**src/rtl/sqroot_square_check_seq.sv**
```systemverilog
`default_nettype none
// ============================================================================
//  Module   : sqroot_square_check_seq
//  Purpose  : Sequential checker for square-root results. Squares a root
//             candidate with a shift-add multiplier (one root bit per clock).
//             It reports the exact square, an overflow flag (square does not
//             fit in NBITS) and a bound flag (square <= original argument).
//  Ports    : clk        - rising-edge clock
//             rst        - asynchronous, active-high reset
//             in_valid   - root/arg present
//             in_ready   - block can accept (high only while idle)
//             in_root    - root candidate, RBITS wide, unsigned
//             in_arg     - original argument, NBITS wide, unsigned
//             out_valid  - result present
//             out_ready  - consumer takes result
//             out_sq     - in_root*in_root, 2*RBITS wide, exact
//             out_ovf    - out_sq > 2**NBITS-1
//             out_le     - out_sq <= in_arg
//  Revision : 1.0 - initial release
// ============================================================================
module sqroot_square_check_seq #(
  parameter int NBITS = 8
) (
  input  logic                          clk,
  input  logic                          rst,
  input  logic                          in_valid,
  output logic                          in_ready,
  input  logic [NBITS/2:0]              in_root,
  input  logic [NBITS-1:0]              in_arg,
  output logic                          out_valid,
  input  logic                          out_ready,
  output logic [2*(NBITS/2+1)-1:0]      out_sq,
  output logic                          out_ovf,
  output logic                          out_le
);

  localparam int RBITS = NBITS / 2 + 1;
  localparam int SBITS = 2 * RBITS;
  // The counter must be able to hold RBITS itself: it marks the cycle
  // after the last partial product has been added.
  localparam int CW    = $clog2(RBITS + 1);
  localparam logic [CW-1:0] c_CNT_DONE = CW'(RBITS);

  typedef enum logic [1:0] {
    S_IDLE = 2'd0,
    S_CALC = 2'd1,
    S_DONE = 2'd2
  } state_t;

  state_t             r_state;
  state_t             w_state_nxt;

  logic [RBITS-1:0]   r_mcand;
  logic [RBITS-1:0]   r_mplr;
  logic [NBITS-1:0]   r_arg;
  logic [SBITS-1:0]   r_acc;
  logic [CW-1:0]      r_cnt;

  logic               r_out_valid;
  logic [SBITS-1:0]   r_out_sq;
  logic               r_out_ovf;
  logic               r_out_le;

  logic               w_in_ready;
  logic               w_accept;
  logic               w_calc_last;
  logic [SBITS-1:0]   w_addend;
  logic [SBITS-1:0]   w_arg_ext;

  assign w_in_ready  = (r_state == S_IDLE);
  assign w_accept    = in_valid && w_in_ready;
  assign w_calc_last = (r_cnt == c_CNT_DONE);
  // Partial product for the current multiplier bit; the accumulator is wide
  // enough for the largest square, so the sum never wraps.
  assign w_addend    = {{RBITS{1'b0}}, r_mcand} << r_cnt;
  assign w_arg_ext   = {{(SBITS-NBITS){1'b0}}, r_arg};

  // --------------------------------------------------------------------------
  // State register
  // --------------------------------------------------------------------------
  always_ff @(posedge clk or posedge rst) begin
    if (rst) begin
      r_state <= S_IDLE;
    end else begin
      r_state <= w_state_nxt;
    end
  end

  // --------------------------------------------------------------------------
  // Next-state logic
  // --------------------------------------------------------------------------
  always_comb begin
    w_state_nxt = r_state;
    case (r_state)
      S_IDLE: begin
        if (w_accept) begin
          w_state_nxt = S_CALC;
        end
      end
      S_CALC: begin
        if (w_calc_last) begin
          w_state_nxt = S_DONE;
        end
      end
      S_DONE: begin
        if (r_out_valid && out_ready) begin
          w_state_nxt = S_IDLE;
        end
      end
      default: begin
        w_state_nxt = S_IDLE;
      end
    endcase
  end

  // --------------------------------------------------------------------------
  // Datapath: operand capture, shift-add multiply and result registers
  // --------------------------------------------------------------------------
  always_ff @(posedge clk or posedge rst) begin
    if (rst) begin
      r_mcand     <= '0;
      r_mplr      <= '0;
      r_arg       <= '0;
      r_acc       <= '0;
      r_cnt       <= '0;
      r_out_valid <= 1'b0;
      r_out_sq    <= '0;
      r_out_ovf   <= 1'b0;
      r_out_le    <= 1'b0;
    end else begin
      case (r_state)
        S_IDLE: begin
          if (w_accept) begin
            r_mcand <= in_root;
            r_mplr  <= in_root;
            r_arg   <= in_arg;
            r_acc   <= '0;
            r_cnt   <= '0;
          end
        end
        S_CALC: begin
          if (w_calc_last) begin
            // All RBITS partial products are in; publish the result.
            r_out_sq    <= r_acc;
            r_out_ovf   <= |r_acc[SBITS-1:NBITS];
            r_out_le    <= (r_acc <= w_arg_ext);
            r_out_valid <= 1'b1;
          end else begin
            if (r_mplr[0]) begin
              r_acc <= r_acc + w_addend;
            end
            r_mplr <= r_mplr >> 1;
            r_cnt  <= r_cnt + CW'(1);
          end
        end
        S_DONE: begin
          // Result fields keep their values after the handshake; only the
          // qualifier drops.
          if (r_out_valid && out_ready) begin
            r_out_valid <= 1'b0;
          end
        end
        default: begin
          r_out_valid <= 1'b0;
        end
      endcase
    end
  end

  assign in_ready  = w_in_ready;
  assign out_valid = r_out_valid;
  assign out_sq    = r_out_sq;
  assign out_ovf   = r_out_ovf;
  assign out_le    = r_out_le;

endmodule
`default_nettype wire
```
**config.mk**
```make
export PLATFORM = sky130hd
export DESIGN_NAME = sqroot_square_check_seq
export DESIGN_NICKNAME = d
export VERILOG_FILES = /design/src/rtl/sqroot_square_check_seq.sv
export SDC_FILE = /design/constraint.sdc
export NUM_CORES = 1
export LEC_CHECK = 0
export CORE_MARGIN = 3
export CORE_UTILIZATION = 45
export DETAILED_ROUTE_END_ITERATION = 16
export PLACE_DENSITY_LB_ADDON = 0.08
export SYNTH_ARGS = -nofsm -noshare
export SYNTH_HDL_FRONTEND = slang
export SYNTH_SLANG_ARGS = --single-unit
```
**constraint.sdc**
```tcl
create_clock -name clk -period 5.7 [get_ports clk]
set_input_delay 1.71 -clock clk [delete_from_list [all_inputs] [get_ports clk]]
set_output_delay 1.71 -clock clk [all_outputs]
set_load 0.005 [all_outputs]
```
==> results.yml <==
critical_path:
  crit_arrival_ns: 1.43
  cp-start-kind: "register"
  ff2ff_path_depth: 11
  reg2reg_to: "r_acc[9]"
  reg2reg_from: "r_cnt[0]"
  required_ns: 3.99
  rrSetupSlack_ns: 2.90
  cp_max_fo: 4
  cp-end-kind: "output pin"
  criticalPathCategory: "register to output pin"
worst_hold_path:
  hp-class: "register to register"
  hold_end: "r_mplr[1]"
  holdPathStages: 2
  hold_start: "r_mplr[1]"
run_status:
  status: "completed"
clock_network:
  cts.clk_slew.worst_paths_ns: 0.08
  insertion_delay_ns: 0.30
  numCtsBuffers: 5
  root_buffer: "clkbuf_8"
  cts_max_level: 2
  cts_resized: 0
  cts_tree: "done"
  cts_setup_buffers: 0
  cts_buffer_depth: 2
  clock-sinks: 46
  cts_hold_buf: 0
die:
  ios: 31
  die_h_um: 81.65
  coreArea_sq_um: 5303
  die_x_um: 81.65
  dieArea_sq_um: 6666
  start_util: 0.4856
  row_count: 26
yosys:
  ys.flop_type: "dfrtp_1"
  synth_top_area_share: 0.4470
  synth_cells: 271
  netlist_area_sq_um: 2575
  synth-xor-area-share: 0.02381
  synth.ff_latch_count: 46
  synth-simple-area-share: 0.1603
  muxShareOfSynthArea: 0.07823
  yosys-top-cells-area: "dfrtp_1 45%, ha_1 9.2%, nand2_1 7.4%"
  async_flop_share: 1.000
  yosysMostFrequentCell: "nand2_1"
  ys_types: 41
  synth.net_count: 308
  synth-adder-area-share: 0.1001
  yosysTopAreaCell: "dfrtp_1"
  synth_warnings: 0
  avgSynthCellArea_sq_um: 9.502
  synth_compound_area_frac: 0.1424
  synth_top_family_by_area: "simple AND/OR/NAND/NOR gates"
  synth_common_cells: "51 x nand2_1, 46 x dfrtp_1, 28 x o21ai_0, 19 x ha_1, 18 x inv_1"
  yosysSeqAreaShare: 0.4470
  synth_edf_count: 0
timing:
  slew_viol_final: 0
  fin_worst_skew_ns: 0.005072
  period_share: 0.5510
  rsz0062_at_grt: "no"
  hold_viol: 0
  min_period_ns: 3.141
  fmax_ghz: 0.3184
  maxSlewHeadroom: 0.3693
  setup_viol: 0
  worstMarginPinSlew_ns: 0.9447
  setup_tns_ns: 0
  whs_ns: 0.4814
global_route:
  grt_max_degree: 47
  grt_antenna_before_repair: 0
  grt_pass1_wl_um: 8728
  grt_usage: 0.1700
  grt_pass1_vias: 1862
  overflow: 0
power_and_ir_drop:
  p_per_area_nw_per_um2: 542.7
  ir_drop_v: 0.0002562
  p_int_uw: 986.7
  p_comb_frac: 0.504
  power_frac_seq: 0.352
  power_frac_clock: 0.144
  p_sw_uw: 654.5
  switching_share: 0.3988
  p_leak_nw: 1.453
routing:
  wl_per_cell_um: 13.44
  drt-total-wl_um: 4961
  routed_via_density: 5.100
  drc: 0
  drtIter0Drc: 96
  vias: 1882
  ant_nets: 0
  first_pass_iters: 4
run:
  drv_cap: 0
cells_and_area:
  layout-drive-gt1-share: 0.09030
  diodes: 0
  nets: 335
  finalNonFillerCells: 369
  area_delta_synth_final_pct: 17.44
  final_util: 0.5703
placement:
  placed_cells: 361
  dp_hpwl_um: 3718
  numPortBuffers: 30
  gp_congestion: 0.7178
through the flow:
stage               worst slack (ns)  power (mW)  area, sq um
floorplan                      2.902       1.193         2575
detailed placement             2.381       1.424         2918
finish                         2.559       1.641         3024
global route                   2.477       1.814         3024
global placement               2.452       1.400         2918
CTS                            2.537       1.666         3024
flip-flops by register name, summed over array words and instances (netlist names):
name       flops
r_arg          8
r_mcand        5
r_acc         10
out_sq        10
out_le         1
r_mplr         5
r_cnt          3
r_state        2
out_valid      1
out_ovf        1
critical path, stage by stage, from the launching register on:
cell and delay [ns]:
dfrtp_1 0.42, nor2_1 0.18, clkdlybuf4s50_1 0.53
cell usage in the layout, fill, tap and decap left out, drive strengths merged, types with 3 or more instances in the layout:
| cell | count |
|---|---|
| nor2 | 10 |
| xnor2 | 4 |
| a21oi | 9 |
| a31oi | 4 |
| mux2 | 9 |
| dfrtp | 46 |
| nand3 | 12 |
| clkdlybuf4s50 | 30 |
| o22ai | 3 |
| nand2 | 52 |
| inv | 19 |
| clkbuf | 7 |
| nand4 | 3 |
| ha | 19 |
| o21ai | 29 |
| mux2i | 10 |
| xor2 | 3 |
| a21o | 6 |
| nor2b | 4 |
power groups by stage:
stage	sequential, mW	combinational [mW]	clock (mW)
floorplan	0.544	0.649	0
global placement	0.584	0.815	0
detailed placement	0.589	0.835	0
CTS	0.581	0.839	0.245
global route	0.600	0.956	0.258
finish	0.577	0.827	0.237
how the worst max path moves through the flow:
stage          startpoint  endpoint  slack (ns)  cells after the start
3_5_place_dp     in_valid  r_cnt[1]        2.38                      6
3_3_place_gp     in_valid  r_cnt[1]        2.45                      6
4_1_cts        r_state[0]  in_ready        2.54                      2
5_1_grt          in_valid  r_cnt[1]        2.48                      6
2_1_floorplan         rst    out_le        2.90                      1
6_report       r_state[0]  in_ready        2.56                      2
cell families (layout without fill, tap and decap cells):
group / after synthesis / after routing
flops: 46 / 46
xor+xnor: 7 / 7
compound gates: 58 / 58
buf+inv: 30 / 58
mux: 19 / 19
fa+ha+maj: 20 / 20
simple gates: 91 / 91
layer usage:
metal / track usage / vias to the layer above / part of all wire
li1: - / 982 / -
met1: 0.2208 / 874 / 0.48
met2: 0.2899 / 21 / 0.48
met3: 0.03070 / 5 / 0.033
met4: 0.04983 / 0 / 0.014
met5: 0 / - / 0
final cells by class:
type / count / area [sq um]
inverters: 19 / 71.32
well taps: 70 / 87.58
clock inverters: 1 / 30.03
clock buffers: 7 / 76.32
repair buffers: 31 / 307.8
multi-input cells: 195 / 1300
flip-flops and latches: 46 / 1151
fillers: 499 / 2278
(Power assumes the default switching activity.)
